**config.mk**
```make
export PLATFORM = sky130hd
export DESIGN_NAME = port_arbiter
export DESIGN_NICKNAME = d
export VERILOG_FILES = /design/src/rtl/router_pkg.sv /design/src/rtl/arb_beat_counter.sv /design/src/rtl/port_arbiter.sv
export SDC_FILE = /design/constraint.sdc
export NUM_CORES = 1
export LEC_CHECK = 0
export CORE_UTILIZATION = 42
export CTS_CLUSTER_DIAMETER = 100
export CTS_CLUSTER_SIZE = 25
export DETAILED_ROUTE_END_ITERATION = 8
export PLACE_DENSITY = 0.91
export SLEW_MARGIN = 20
export SYNTH_ARGS = -nofsm -noshare
export SYNTH_HDL_FRONTEND = slang
export SYNTH_SLANG_ARGS = --single-unit
```
**constraint.sdc**
```tcl
create_clock -name clock -period 4.5 [get_ports clock]
set_clock_uncertainty 0.15 [all_clocks]
set_input_delay 0.9 -clock clock [delete_from_list [all_inputs] [get_ports clock]]
set_output_delay 0.9 -clock clock [all_outputs]
set_load 0.005 [all_outputs]
```
**src/rtl/router_pkg.sv**
```systemverilog
// Shared router definitions used by the output-port arbiter.
//   arb_state_t          : arbiter FSM state encoding (IDLE / GNT1 / GNT2)
//   GRANT_NONE/P1/P2     : one-hot grant vectors {port2,port1}
//   DEFAULT_MAX_BEATS    : default beat limit per grant
//   DEFAULT_TIMEOUT      : default idle-cycle limit under grant (ARB_TIMEOUT_EN builds)
package router_pkg;

    typedef enum logic [1:0] {
        IDLE = 2'd0,
        GNT1 = 2'd1,
        GNT2 = 2'd2
    } arb_state_t;

    localparam logic [1:0] GRANT_NONE = 2'b00;
    localparam logic [1:0] GRANT_P1   = 2'b01;
    localparam logic [1:0] GRANT_P2   = 2'b10;

    localparam int DEFAULT_MAX_BEATS = 16;
    localparam int DEFAULT_TIMEOUT   = 64;

endpackage

```
**src/rtl/arb_beat_counter.sv**
```systemverilog
// Saturating event counter with a look-ahead limit flag.
// Ports:
//   clock  in  rising-edge clock
//   reset  in  synchronous active-high reset (count -> 0)
//   clear  in  synchronous clear, takes priority over inc
//   inc    in  count one event this cycle
//   hit    out this cycle's inc brings the count to LIMIT
// The count is clog2(LIMIT+1) bits and holds at LIMIT rather than wrapping.
module arb_beat_counter #(
    parameter int LIMIT = 16
) (
    input  logic clock,
    input  logic reset,
    input  logic clear,
    input  logic inc,
    output logic hit
);

    localparam int W = $clog2(LIMIT + 1);
    localparam logic [W-1:0] MAX_COUNT  = W'(LIMIT);
    localparam logic [W-1:0] LAST_COUNT = W'(LIMIT - 1);

    logic [W-1:0] count_reg;

    always_ff @(posedge clock) begin
        if (reset || clear) begin
            count_reg <= '0;
        end else if (inc && (count_reg < MAX_COUNT)) begin
            count_reg <= count_reg + 1'b1;
        end
    end

    // Flag the event that completes the limit, so the owner can act on the
    // same edge the final event is taken.
    assign hit = inc && (count_reg >= LAST_COUNT);

endmodule

```
**src/rtl/port_arbiter.sv**
```systemverilog
// Round-robin, packet-granular arbiter sharing one output data port between
// two input ports. A grant is held until the packet's last beat, MAX_BEATS
// accepted beats, the owner dropping its request, or (ARB_TIMEOUT_EN builds)
// TIMEOUT cycles under grant without an accepted beat.
// Optional feature macro: ARB_TIMEOUT_EN (idle timeout release).
// Ports:
//   clock, reset                   clock and synchronous active-high reset
//   portNReq/Valid/Last/Data       input port N request and beat (N = 1, 2)
//   portNReady                     input port N beat accepted this cycle
//   outReady                       downstream accepts a beat
//   outValid/outLast/outData       steered output beat (zero when idle)
//   grant                          one-hot grant {port2,port1}, 00 = idle
module port_arbiter
    import router_pkg::*;
#(
    parameter int size      = 8,
    parameter int MAX_BEATS = DEFAULT_MAX_BEATS,
    parameter int TIMEOUT   = DEFAULT_TIMEOUT
) (
    input  logic            clock,
    input  logic            reset,
    input  logic            port1Req,
    input  logic            port1Valid,
    input  logic            port1Last,
    input  logic [size-1:0] port1Data,
    output logic            port1Ready,
    input  logic            port2Req,
    input  logic            port2Valid,
    input  logic            port2Last,
    input  logic [size-1:0] port2Data,
    output logic            port2Ready,
    input  logic            outReady,
    output logic            outValid,
    output logic            outLast,
    output logic [size-1:0] outData,
    output logic [1:0]      grant
);

    // Elaboration-time parameter sanity.
    if (MAX_BEATS < 1) begin : g_bad_max_beats
        $error("port_arbiter: MAX_BEATS must be >= 1");
    end
    if (TIMEOUT < 1) begin : g_bad_timeout
        $error("port_arbiter: TIMEOUT must be >= 1");
    end

    arb_state_t state_reg, state_next;
    // 0: port 1 wins the next contended grant, 1: port 2 wins.
    logic ptr_reg, ptr_next;

    logic granted;
    logic own_req;
    logic accept;
    logic beat_hit;
    logic timeout_hit;
    logic rel;
    logic drop;

    // Steering is a pure decode of the registered state, so the output
    // reflects the owner's beat in the same cycle it is presented.
    always_comb begin
        outValid   = 1'b0;
        outLast    = 1'b0;
        outData    = '0;
        port1Ready = 1'b0;
        port2Ready = 1'b0;
        grant      = GRANT_NONE;
        own_req    = 1'b0;
        case (state_reg)
            GNT1: begin
                outValid   = port1Valid;
                outLast    = port1Last;
                outData    = port1Data;
                port1Ready = outReady;
                grant      = GRANT_P1;
                own_req    = port1Req;
            end
            GNT2: begin
                outValid   = port2Valid;
                outLast    = port2Last;
                outData    = port2Data;
                port2Ready = outReady;
                grant      = GRANT_P2;
                own_req    = port2Req;
            end
            default: ;
        endcase
    end

    assign granted = (state_reg == GNT1) || (state_reg == GNT2);
    assign accept  = outValid && outReady;

    // Beat count for the current grant; cleared on any grant end.
    arb_beat_counter #(
        .LIMIT (MAX_BEATS)
    ) u_beat_count (
        .clock (clock),
        .reset (reset),
        .clear (rel || drop || !granted),
        .inc   (accept),
        .hit   (beat_hit)
    );

`ifdef ARB_TIMEOUT_EN
    // Idle cycles under grant; any accepted beat restarts the window.
    arb_beat_counter #(
        .LIMIT (TIMEOUT)
    ) u_idle_count (
        .clock (clock),
        .reset (reset),
        .clear (!granted || accept || timeout_hit),
        .inc   (granted && !accept),
        .hit   (timeout_hit)
    );
`else
    assign timeout_hit = 1'b0;
`endif

    assign rel  = (accept && (outLast || beat_hit)) || timeout_hit;
    // Requester withdrew with nothing moving: give the port back.
    assign drop = granted && !own_req && !accept && !rel;

    always_comb begin
        state_next = state_reg;
        ptr_next   = ptr_reg;
        case (state_reg)
            IDLE: begin
                if (port1Req && port2Req) begin
                    state_next = ptr_reg ? GNT2 : GNT1;
                end else if (port1Req) begin
                    state_next = GNT1;
                end else if (port2Req) begin
                    state_next = GNT2;
                end
            end
            GNT1: begin
                if (rel) begin
                    ptr_next = 1'b1;
                    // Hand over directly when the other port is waiting.
                    if (port2Req) begin
                        state_next = GNT2;
                    end else if (port1Req) begin
                        state_next = GNT1;
                    end else begin
                        state_next = IDLE;
                    end
                end else if (drop) begin
                    ptr_next   = 1'b1;
                    state_next = IDLE;
                end
            end
            GNT2: begin
                if (rel) begin
                    ptr_next = 1'b0;
                    if (port1Req) begin
                        state_next = GNT1;
                    end else if (port2Req) begin
                        state_next = GNT2;
                    end else begin
                        state_next = IDLE;
                    end
                end else if (drop) begin
                    ptr_next   = 1'b0;
                    state_next = IDLE;
                end
            end
            default: begin
                state_next = IDLE;
            end
        endcase
    end

    // Reset aborts any grant in progress; the upstream buffer discards
    // whatever tail of the packet was not accepted.
    always_ff @(posedge clock) begin
        if (reset) begin
            state_reg <= IDLE;
            ptr_reg   <= 1'b0;
        end else begin
            state_reg <= state_next;
            ptr_reg   <= ptr_next;
        end
    end

endmodule
```
# Word-level counts from Yosys, hierarchy flattened
# Index checks and enable logic that the tools add are counted.
# word_totals
reg_bits,8
out_inout_bits,14
# classes
addsub,1
magnitude_cmp,2
n_eq_ne,5
muxes,24
reduce_logical,20
# ops
operator,n
$mux 2,10
$pmux 8 s2,1
$logic_and 1x1->1,8
$pmux 1 s2,4
$mux 1,7
$ne 3x3->1 const B,2
$pmux 2 s3,1
$add 5x1->5 const B,1
$ge 5x4->1 const B,1
$logic_or 1x1->1,5
$lt 5x5->1 const B,1
$logic_not 1->1,4
$ne 4x4->1 const B,1
$pmux 2 s2,1
$reduce_and 3->1,1
$eq 2x1->1 const B,1
$eq 2x2->1 const B,1
$logic_not 2->1,1
$reduce_bool 2->1,1

# Depth between registers and ports, before layout
# logic_depth
ltp_word,11
depth_mapped,7

# By module
# Synthesis repeated with hierarchy kept, for this count alone.
# hier_totals
hier_cells,102
hier_area_um2,787.0
# modules_own_cells
mod,n_inst,cells_per_inst,area_per_inst_um2,seq_area_each_um2
port_arbiter,1,73,529.3,60.1
arb_beat_counter,1,29,257.7,100.1

# Worst setup path before layout
# OpenSTA, ideal clock, no wires.
# synth_timing
path_type,reg2out
startpoint,register state_reg[0]
endpoint,output outData[0]
arrival_time_ns,1.282
path_slack_ns,2.168
stages_incl_launch_ff,6
path_cell_list,dfxtp_1 > inv_1 > ha_1 > inv_1 > clkbuf_1 > nor2_1
# synth_between
elab_chain_len,2
elab_cells_between_ends,3
cone_classes,2 x eq/ne; 1 x mux
# synth_rtl
element,line_no,text
from (decl),port_arbiter.sv:47,"arb_state_t state_reg, state_next;"
from (signal assigned),port_arbiter.sv:180,state_reg <= state_next;
$eq 2x2->1 or $eq 2x1->1 (tied branches),port_arbiter.sv:69,case (state_reg)
$pmux 8 s2 *,port_arbiter.sv:69,
to (decl),port_arbiter.sv:35,"output logic [size-1:0] outData,"
# Every way passes the cells marked *; elsewhere a longest branch is shown, timed or not.

# Final worst setup path
# layout_timing
startpoint,register state_reg[1]
endpoint,output outLast
# layout_between
elab_chain_len,2
elab_cells_between_ends,3
cone_classes,2 x eq/ne; 1 x mux
# layout_rtl
element,line_no,text
$eq 2x2->1 or $eq 2x1->1 (tied branches),port_arbiter.sv:69,
$pmux 1 s2 *,port_arbiter.sv:69,
to (decl),port_arbiter.sv:34,"output logic outLast,"
# Marked as above.

==> results_dict.tcl <==
set metrics [dict create \
    cts.reportedPaths.clkPinSlew_ps 60 \
    cts_resized 0 \
    tightest_slew_ps 614 \
    worstHoldStart "ptr_reg" \
    crit_chain "inv_1 -> ha_1 -> a22oi_1 -> nor2_1 -> clkdlybuf4s50_1" \
    cts_sinks 8 \
    cts_tree "yes" \
    portBuffers 38 \
    synth_top_cell_area_share_pct 20.4 \
    critPathLaunch "state_reg[1]" \
    place_ws_ps 1270 \
    wire_per_inst_um 14.3 \
    ys_ff_latch 8 \
    outcome "finished, final reports clean" \
    synth_cell_types 35 \
    drt-initial-drc-count 30 \
    ys_top_cells_by_count "nor2_1 (20), a22oi_1 (11), inv_1 (10), dfxtp_1 (8), ha_1 (8)" \
    synthesis.area_um2 783 \
    grt_max_degree 16 \
    ys_seq_area_share_pct 20.4 \
    drc 0 \
    async_flop_share_pct 0 \
    fmax_mhz 307 \
    cp-end-kind "output pin" \
    slew_viol_final 0 \
    syn_nets 134 \
    ant_nets 0 \
    ys_warn_count 0 \
    critPathArrivalTime_ps 2210 \
    cp_slowest_stage_delay_ps 560 \
    cts_root_buf "clkbuf_4" \
    synth_area_per_cell_um2 7.75 \
    gp_congestion 0.781 \
    track_usage_pct 24.5 \
    start_util_pct 44.9 \
    power.share.combinational_pct 41.0 \
    synth_area_leaders "dfxtp_1 (20%), ha_1 (13%), a22oi_1 (11%)" \
    maxCapViolCount 0 \
    ir_drop_uv 165 \
    rr_startpoint "state_reg[1]" \
    area_delta_synth_final_pct 53.4 \
    first_global_vias 809 \
    overflow 0 \
    grt_pass1_wl_um 3620 \
    synth_edf_count 0 \
    relSlewSlack_pct 59.0 \
    num_io_pins 39 \
    die_area_mm2 0.00204 \
    routed_wirelength_um 2340 \
    p_switching_w 0.0000730 \
    critPathRequiredTime_ps 3450 \
    hold_viol 0 \
    layout_setup_ws_ps 1240 \
    r2r_slack_ps 1940 \
    largest_register_ffs 5 \
    period_share_pct 72.5 \
    synth_top_area_cell "dfxtp_1" \
    dr.pass1.iters 4 \
    yosysMostFrequentCell "nor2_1" \
    hold_end "ptr_reg" \
    vias 900 \
    fp-row-count 15 \
    drive_above_1_share_pct 4.35 \
    min_path_type "register to register" \
    post_cts.repair.setup_buffers 0 \
    final-setup-viol-count 0 \
    path_class "register to output pin" \
    htreeDepth 1 \
    p_int_w 0.000151 \
    cts_buffers 3 \
    r2r-end "state_reg[1]" \
    reg2reg_depth 6 \
    antenna_found_initial 0 \
    die_x_um 45.2 \
    slowest_stage "ha_1" \
    cts_buffer_depth 2 \
    rsz0062_at_grt "false" \
    clk-insertion-delay-late_ps 260 \
    synthFlopType "dfxtp_1" \
    hpwl_um 1870 \
    p_leak_nw 0.426 \
    finalSetupTns_ps 0 \
    swShare_pct 32.5 \
    core_area_mm2 0.00175 \
    p_per_area_mw_per_mm2 187 \
    cts_hold_buf 0 \
    fin_crit_ps 3260 \
    cp-start-kind "register" \
    holdPathStages 2 \
    power_frac_seq_pct 34.1 \
    via_per_inst 5.52 \
    synth_cells 101 \
    path_max_fanout 15 \
    num-nets-final 173 \
    die_y_um 45.2 \
    pwr-share-clk_pct 25.0 \
    num_antenna_cells 0 \
]
-- layout by cell type, fill, tap and decap left out, drive strengths merged, types with 2 or more instances in the layout --
master	n
ha	8
nor2	20
nor3	2
nand3	2
nand2b	3
o2111ai	3
a22oi	12
dfxtp	8
o21ai	2
nand2	2
inv	10
and2	2
clkbuf	3
o211ai	4
clkdlybuf4s50	38
xnor2	3
-- power groups by stage --
stage                     clock network, W  registers (W)   logic, W
after floorplan                          0      0.0000768  0.0000473
after global placement                   0      0.0000775  0.0000875
after detailed placement                 0      0.0000778  0.0000910
after CTS                        0.0000572      0.0000763  0.0000914
after global routing             0.0000633      0.0000765  0.0000999
final                            0.0000560      0.0000764  0.0000920
-- worst max-delay path: cells and delay by family (launching register included) --
family / cells / cell delay (ps)
buf+inv: 2 / 620
flops: 1 / 370
compound gates: 1 / 260
fa+ha+maj: 1 / 560
simple gates: 1 / 130
-- metrics by stage --
stage                     total power (W)  util, %  hold slack, ps  cell area (um2)  cells
final                            0.000224     68.8             383             1200    163
after global routing             0.000240     68.8             434             1200    163
after CTS                        0.000225     68.8             378             1200    163
after detailed placement         0.000169     67.5             368             1180    160
after global placement           0.000165     67.5             329             1180    160
after floorplan                  0.000124        -             297              783    101
-- worst max path at each step --
stage | depth (start not counted) | slack, ps | end
6_report | 5 | 1240 | outLast
5_1_grt | 5 | 1080 | outLast
2_1_floorplan | 5 | 2170 | outData[0]
3_3_place_gp | 4 | 1300 | outValid
4_1_cts | 5 | 1250 | outLast
3_5_place_dp | 4 | 1270 | outValid
-- cells by family after synthesis --
family          share of synthesized area (%)
simple gates                             22.2
compound gates                           33.1
buf+inv                                  6.87
fa+ha+maj                                12.8
flops                                    20.4
xor+xnor                                 3.36
mux                                      1.28
-- layout make-up --
| type | count | area, um2 |
|---|---|---|
| Fill cell | 136 | 544 |
| Multi-Input combinational cell | 79 | 569 |
| Timing Repair Buffer | 38 | 380 |
| Clock buffer | 3 | 22.5 |
| Inverter | 10 | 37.5 |
| Tap cell | 25 | 31.3 |
| Sequential cell | 8 | 160 |
-- metal layers --
metal / vias up / track usage, % / part of all wire, % / wire, um
met5: - / 0 / 0 / 0
met4: 0 / 6.67 / 0.64 / 15
li1: 447 / - / - / -
met1: 424 / 29.4 / 41 / 967
met3: 2 / 9.60 / 4.8 / 113
met2: 27 / 40.6 / 53 / 1240
No activity file was read; power rests on OpenSTA's default activity.
